## src/rtl/ks_pkg.sv

```systemverilog
// ks_pkg: shared types and helpers for the pipelined Kogge-Stone adder.
// Stage records are sized for the widest legal operand; narrower adders zero-pad.
package ks_pkg;

  localparam int KS_MAX_W = 64;

  typedef struct packed {
    logic                vld;
    logic                c0;
    logic [KS_MAX_W-1:0] g;
    logic [KS_MAX_W-1:0] p;
    logic [KS_MAX_W-1:0] praw;
  } ks_stage_t;

  function automatic int ks_levels(input int w);
    int n;
    n = 0;
    for (int i = 0; i < 8; i++) begin
      if ((1 << i) < w) n = i + 1;
    end
    return n;
  endfunction

  function automatic bit ks_width_ok(input int w);
    return (w >= 8) && (w <= KS_MAX_W) && ((w & (w - 1)) == 0);
  endfunction

endpackage

```

## src/rtl/ks_prefix_cell.sv

```systemverilog
// ks_prefix_cell: Kogge-Stone black cell merging a high and a low
// generate/propagate pair.
module ks_prefix_cell (
  input  logic i_g_hi,
  input  logic i_p_hi,
  input  logic i_g_lo,
  input  logic i_p_lo,
  output logic o_g,
  output logic o_p
);

  assign o_g = i_g_hi | (i_p_hi & i_g_lo);
  assign o_p = i_p_hi & i_p_lo;

endmodule

```

## src/rtl/ks_adder_pipe.sv

```systemverilog
// ks_adder_pipe: pipelined Kogge-Stone adder/subtractor with valid/ready flow.
// Pre-process, every prefix level and the sum stage are registered.
module ks_adder_pipe
  import ks_pkg::*;
#(
  parameter int WIDTH = 32
) (
  input  logic             clk,
  input  logic             rst,
  input  logic             in_valid,
  output logic             in_ready,
  input  logic [WIDTH-1:0] a,
  input  logic [WIDTH-1:0] b,
  input  logic             cin,
  input  logic             sub,
  output logic             out_valid,
  input  logic             out_ready,
  output logic [WIDTH-1:0] sum,
  output logic             cout,
  output logic             ovf
);

  localparam int LEVELS = ks_levels(WIDTH);

  if (!ks_width_ok(WIDTH)) begin : g_bad_width
    $error("ks_adder_pipe: WIDTH must be a power of two in 8..64");
  end

  logic             w_adv;
  logic [WIDTH-1:0] w_bx;
  logic [WIDTH-1:0] w_g;
  logic [WIDTH-1:0] w_p;
  logic             w_c0;
  ks_stage_t        w_pre;
  ks_stage_t        r_pre;
  ks_stage_t        w_stg [LEVELS+1];

  logic             r_ovld;
  logic [WIDTH-1:0] r_sum;
  logic             r_cout;
  logic             r_ovf;

  // One global stall: the whole pipe moves only when the output slot frees.
  assign w_adv    = ~r_ovld | out_ready;
  assign in_ready = w_adv;

  assign w_bx = sub ? ~b : b;
  assign w_c0 = sub | cin;
  assign w_p  = a ^ w_bx;
  assign w_g  = (a & w_bx)
              | {{(WIDTH-1){1'b0}}, w_p[0] & w_c0};

  always_comb begin
    w_pre      = '0;
    w_pre.vld  = in_valid;
    w_pre.c0   = w_c0;
    w_pre.g    = KS_MAX_W'(w_g);
    w_pre.p    = KS_MAX_W'(w_p);
    w_pre.praw = KS_MAX_W'(w_p);
  end

  always_ff @(posedge clk) begin
    if (rst) begin
      r_pre <= '0;
    end else if (w_adv) begin
      r_pre <= w_pre;
    end
  end

  assign w_stg[0] = r_pre;

  for (genvar k = 1; k <= LEVELS; k++) begin : g_lvl
    localparam int D = 1 << (k - 1);

    logic [WIDTH-1:0] w_gi;
    logic [WIDTH-1:0] w_pi;
    logic [WIDTH-1:0] w_go;
    logic [WIDTH-1:0] w_po;
    ks_stage_t        w_nxt;
    ks_stage_t        r_q;

    assign w_gi = w_stg[k-1].g[WIDTH-1:0];
    assign w_pi = w_stg[k-1].p[WIDTH-1:0];

    for (genvar i = 0; i < WIDTH; i++) begin : g_bit
      if (i >= D) begin : g_black
        ks_prefix_cell u_cell (
          .i_g_hi (w_gi[i]),
          .i_p_hi (w_pi[i]),
          .i_g_lo (w_gi[i-D]),
          .i_p_lo (w_pi[i-D]),
          .o_g    (w_go[i]),
          .o_p    (w_po[i])
        );
      end else begin : g_pass
        assign w_go[i] = w_gi[i];
        assign w_po[i] = w_pi[i];
      end
    end

    always_comb begin
      w_nxt   = w_stg[k-1];
      w_nxt.g = KS_MAX_W'(w_go);
      w_nxt.p = KS_MAX_W'(w_po);
    end

    always_ff @(posedge clk) begin
      if (rst) begin
        r_q <= '0;
      end else if (w_adv) begin
        r_q <= w_nxt;
      end
    end

    assign w_stg[k] = r_q;
  end

  logic [WIDTH-1:0] w_c;
  logic [WIDTH-1:0] w_sum;
  logic             w_cout;
  logic             w_ovf;

  // Carry into bit i is the group generate of bits i-1..0 (c0 already folded).
  assign w_c    = {w_stg[LEVELS].g[WIDTH-2:0], w_stg[LEVELS].c0};
  assign w_sum  = w_stg[LEVELS].praw[WIDTH-1:0] ^ w_c;
  assign w_cout = w_stg[LEVELS].g[WIDTH-1];
  assign w_ovf  = w_c[WIDTH-1] ^ w_cout;

  always_ff @(posedge clk) begin
    if (rst) begin
      r_ovld <= 1'b0;
      r_sum  <= '0;
      r_cout <= 1'b0;
      r_ovf  <= 1'b0;
    end else if (w_adv) begin
      r_ovld <= w_stg[LEVELS].vld;
      if (w_stg[LEVELS].vld) begin
        r_sum  <= w_sum;
        r_cout <= w_cout;
        r_ovf  <= w_ovf;
      end
    end
  end

  assign out_valid = r_ovld;
  assign sum       = r_sum;
  assign cout      = r_cout;
  assign ovf       = r_ovf;

endmodule

```

## config.mk

```make
export PLATFORM = sky130hd
export DESIGN_NAME = ks_adder_pipe
export DESIGN_NICKNAME = d
export VERILOG_FILES = /design/src/rtl/ks_pkg.sv /design/src/rtl/ks_prefix_cell.sv /design/src/rtl/ks_adder_pipe.sv
export SDC_FILE = /design/constraint.sdc
export NUM_CORES = 1
export LEC_CHECK = 0
export ABC_AREA = 1
export CAP_MARGIN = 40
export CORE_ASPECT_RATIO = 1.25
export CORE_MARGIN = 3
export CORE_UTILIZATION = 51
export CTS_CLUSTER_SIZE = 30
export DETAILED_ROUTE_END_ITERATION = 6
export PLACE_DENSITY = 0.74
export SLEW_MARGIN = 30
export SYNTH_ARGS = -nofsm -noshare
export SYNTH_HDL_FRONTEND = slang
export SYNTH_HIERARCHICAL = 1
export SYNTH_SLANG_ARGS = --single-unit
```

## constraint.sdc

```tcl
create_clock -name clk -period 1.6 [get_ports clk]
set_input_delay 0.48 -clock clk [delete_from_list [all_inputs] [get_ports clk]]
set_output_delay 0.48 -clock clk [all_outputs]
set_load 0.01 [all_outputs]
```

======== Yosys cells after proc, flatten, opt, wreduce, memory -nomap -nowiden ========
Cells that the tools add are included.
cells by class
  reductions and logical operators ........ 1
  mux-type cells .......................... 1
  bitwise logic cells ..................... 381
operators with widths
  kind               count
  $and A1 B1 Y1      243
  $or A1 B1 Y1       131
  $xor A32 B32 Y32   2
  $and A32 B32 Y32   1
  $mux W32           1
  $not A32 Y32       1
  $or A32 B1 Y32     1
  $reduce_and A2 Y1  1
  $not A1 Y1         1
  $xor A1 B1 Y1      1
word-level totals
  output and inout bits ................... 36
  input bits .............................. 70
  logic and storage cells ................. 415
  register bits ........................... 559

======== Logic depth before layout (Yosys ltp) ========
  depth in word-level cells ............... 5
  depth in mapped cells ................... 8
  gate-level depth less buffers ........... 6

======== By module ========
The synthesis kept the hierarchy.
by module, submodules not included
  module          times used  area an instance (um2)  cells an instance  sequential area each (um2)
  ks_adder_pipe   1           20158.1                 2579               11110.7
  ks_prefix_cell  129         18.8                    5                  0.0

======== Worst setup path after synthesis ========
OpenSTA, ideal clock, no wires.
  kind .................................... input port to flip-flop
  start ................................... input sub
  end ..................................... register r_pre, in the netlist g_lvl[1].w_nxt[10]
  slack ................................... 0.003 ns
  data required time ...................... 1.484 ns
  stages .................................. 6
  buffers on the path ..................... 2
  arrival time ............................ 1.481 ns
  library setup time ...................... 0.116 ns
  cell sequence ........................... clkbuf_1 > buf_2 > xor2_1 > ha_1 > nor2_1 > nor2_1
on the way
  longest elaborated chain between the ends .. 2
RTL lines
  what                  RTL line             RTL
  start, declared       ks_adder_pipe.sv:15  input logic sub,
  $mux W32              ks_adder_pipe.sv:47  assign w_bx = sub ? ~b : b;
  $xor A32 B32 Y32      ks_adder_pipe.sv:49  assign w_p = a ^ w_bx;
  net w_p[10]           ks_adder_pipe.sv:32  logic [WIDTH-1:0] w_p;
  end signal, assigned  ks_adder_pipe.sv:66  r_pre <= w_pre;
  end, declared         ks_adder_pipe.sv:35  ks_stage_t r_pre;
The timed path passes the listed nets, and every way through them passes these cells.
A chain may end at the register's enable or synchronous reset.

======== Worst setup path in the final report ========
  start ................................... register r_ovld, in the netlist out_valid
  end ..................................... output out_valid
RTL lines
  what                    RTL line              RTL
  start, declared         ks_adder_pipe.sv:38   logic r_ovld;
  start signal, assigned  ks_adder_pipe.sv:136  r_ovld <= w_stg[LEVELS].vld;
  end, declared           ks_adder_pipe.sv:16   output logic out_valid,
No word-level cell between the ends.

==> run summary <==
================================================================================
Result of the run                                                   finished, violations left
Violated checks                                                     setup timing
Sum of routed wire length over all layers                                52.6 mm
Total overflow reported by the global router                                   0
Number of antenna violations at the first check in global routing              0
Port-buffer cells                                                            105
Setup-violating endpoint count in the final report                             2
H-Tree Depth                                                                   2
Period Utilization, post-route                                              104%
Synth Area per Inst                                                     7.03 um2
Die W                                                                     190 um
Number of placed instances with taps included                               3614
Number of standard cells in the final layout excluding fillers              3711
Crit path largest cell delay                                             0.37 ns
Endpoints failing hold                                                         0
R2r setup slk                                                            0.01 ns
Number of buffer and inverter stages on the critical path                      2
Core region area                                                       41300 um2
Number of ports placed on the die boundary                                   106
Post-CTS Hold Buffers                                                          0
Total negative slack                                                  -0.0881 ns
Clock latency at the later pin of the worst-skew pair                    0.58 ns
Overall die height                                                        235 um
Initial Utilization                                                        52.0%
Count of cells along the worst hold path                                       2
Headroom to the max-slew limit                                             72.4%
Area post-placement                                                    23600 um2
Total routing resource utilization after global routing                    22.4%
Maximum resistive drop on vdd                                         0.000739 V
Count of nets left with antenna violations after detail routing                0
Count of standard-cell rows                                                   83
TritonCTS clock tree                                                       built
Total standard cell area after synthesis                               21500 um2
Area used by multi-input combinational logic                            9160 um2
Final max-slew violation count                                                 0
Worst Setup Start Kind                                                 flip-flop
Family with the most delay on the worst path                          flip-flops
Clock net sink count                                                         529
Number of remaining DRC errors                                                 0
Buffers from clock root to sink, at most                                       3
Root buf cell                                                       sky130_fd_sc_hd__clkbuf_16
Startpoint of the tightest hold check path                                  cout
Kind of critical path                                               flip-flop to output port
Terminus of the critical flop-to-flop path                          g_lvl[4].r_q[151]
Router iterations before antenna repair                                        7
End point of the worst hold path                                            cout
Minimum setup slack after placement                                    -0.585 ns
Number of buffers inserted during clock tree synthesis                        49
Layout overhead on the synthesized area                                    17.9%
Critical path data required time                                         1.12 ns
Global-route wire length before repair                                   84.5 mm
Total of warnings raised by yosys                                              6
Final Net Count                                                             3222
Final std cell area, no fill                                           25300 um2
Critical Path Slowest Stage Cell                                    sky130_fd_sc_hd__dfxtp_4
Largest clock skew in the final design                                 0.0211 ns
Highest fanout seen on the critical path                                       2
Min Clock Period, post-route                                             1.66 ns
Class of the most critical hold timing path                         flip-flop to flip-flop
Average via count per standard cell                                         4.97
Initial DRC count                                                           1450
Area of the die                                                        44600 um2
Total Power Consumption                                                 0.0274 W
Post-synth net total                                                        3157
Upper clock frequency limit                                              603 MHz
Routability congestion estimate                                            0.848
Pin count of the biggest net entering global routing                          81
CP Capture Type                                                      output port
Count of antenna diodes in the layout                                          0
Leak pwr                                                                 11.5 nW
# Max-Cap Violations                                                           0
Ratio of cells with drive above 1 in the final layout                      8.29%
Cell chain of the critical path                                     buf_6 -> buf_6
R2r worst-path depth                                                           8
FF-to-FF Start                                                         out_valid
Total power per unit cell area                                       1080 nW/um2
Reg clk slew, reported paths                                             0.06 ns
Setup slack of the critical path after layout                         -0.0580 ns
WL per Instance                                                          14.2 um
Worst path arrival time                                                  1.18 ns
Detailed Place HPWL                                                      34.8 mm
Crit-path most repeated cell                                        sky130_fd_sc_hd__buf_6
Register area                                                          10600 um2
Number of filler instances in the final layout                              3758
Number of global-route vias before repair                                  17.1k
Number of cells produced by synthesis                                       3055
Tightest Pin Transition                                                 0.413 ns
RSZ-0062 raised after global routing                                         yes
Detailed-route via count                                                   18.5k
================================================================================
power by group:
| part | switching [W] | internal [W] | leakage, nW |
|---|---|---|---|
| Clock | 0.00495 | 0.00667 | 0.815 |
| Combinational | 0.000966 | 0.000803 | 6.40 |
| Sequential | 0.000384 | 0.0136 | 4.30 |
layout by cell type (no fill, tap or decap), types with 5 or more instances in the layout:
master / n
sky130_fd_sc_hd__nor2_1: 1035
sky130_fd_sc_hd__dfxtp_1: 519
sky130_fd_sc_hd__nand2_1: 428
sky130_fd_sc_hd__o21ai_0: 353
sky130_fd_sc_hd__inv_1: 264
sky130_fd_sc_hd__o21ai_1: 117
sky130_fd_sc_hd__clkdlybuf4s50_1: 67
sky130_fd_sc_hd__xor2_1: 65
sky130_fd_sc_hd__clkbuf_16: 53
sky130_fd_sc_hd__buf_4: 43
sky130_fd_sc_hd__buf_12: 37
sky130_fd_sc_hd__buf_2: 35
sky130_fd_sc_hd__ha_1: 32
sky130_fd_sc_hd__o21ai_2: 22
sky130_fd_sc_hd__clkbuf_8: 15
sky130_fd_sc_hd__nor2_2: 13
sky130_fd_sc_hd__clkinv_2: 12
sky130_fd_sc_hd__dfxtp_2: 9
sky130_fd_sc_hd__clkbuf_1: 8
sky130_fd_sc_hd__a21oi_1: 5
sky130_fd_sc_hd__buf_6: 5
sky130_fd_sc_hd__buf_16: 5
how the worst max path moves through the flow:
stage,startpoint,to,cells after the start,slack [ns]
floorplan,sub,g_lvl[1].w_nxt[1],6,0.003
global placement,out_ready,in_ready,4,-0.59
detailed placement,out_ready,in_ready,4,-0.59
CTS,out_valid,out_valid,2,-0.08
global route,out_valid,out_valid,2,-0.08
finish,out_valid,out_valid,2,-0.06
cell type report:
cell class / instances / share of cell area (%)
multi-input combinational: 2075 / 36.1
clock inverter: 18 / 0.667
sequential: 529 / 41.9
timing repair buffer: 198 / 8.79
clock buffer: 72 / 5.77
tap: 552 / 2.73
inverter: 267 / 4.03
flip-flops by register name (all words and copies together) (netlist names):
signal       cells
ovf              1
cout             1
out_valid        1
g_lvl.w_nxt     34
sum             32
g_lvl.w_gi      32
g_lvl.r_q      428
what timing repair did:
action | in CTS | in global routing
resized for setup | 162 | 133
buffers inserted | 1 | 2
gates cloned | 0 | 4
pin swaps | 1 | 0
setup endpoints to repair | 36 | 208
metrics by stage:
stage               hold WS, ns  utilization, %
floorplan                 0.434               -
global placement          0.452            57.0
detailed placement        0.457            57.0
CTS                       0.454            60.6
global route              0.487            61.3
finish                    0.455            61.3
layer usage:
layer / vias to the layer above / routed length (um) / global-route usage [%]
li1: 9495 / - / -
met1: 8399 / 23200 / 30.3
met2: 479 / 25000 / 37.2
met3: 89 / 2690 / 2.73
met4: 0 / 1630 / 7.73
met5: - / 0 / 0
worst reg2reg max path, stage by stage (launching register included):
cell,delay [ns]
sky130_fd_sc_hd__dfxtp_4,0.38
sky130_fd_sc_hd__nand2_8,0.06
sky130_fd_sc_hd__buf_4,0.14
sky130_fd_sc_hd__buf_4,0.17
sky130_fd_sc_hd__buf_4,0.18
sky130_fd_sc_hd__buf_12,0.16
sky130_fd_sc_hd__buf_12,0.18
sky130_fd_sc_hd__o21ai_1,0.16
sky130_fd_sc_hd__nor2_1,0.05
No activity file was read; power rests on OpenSTA's default activity.
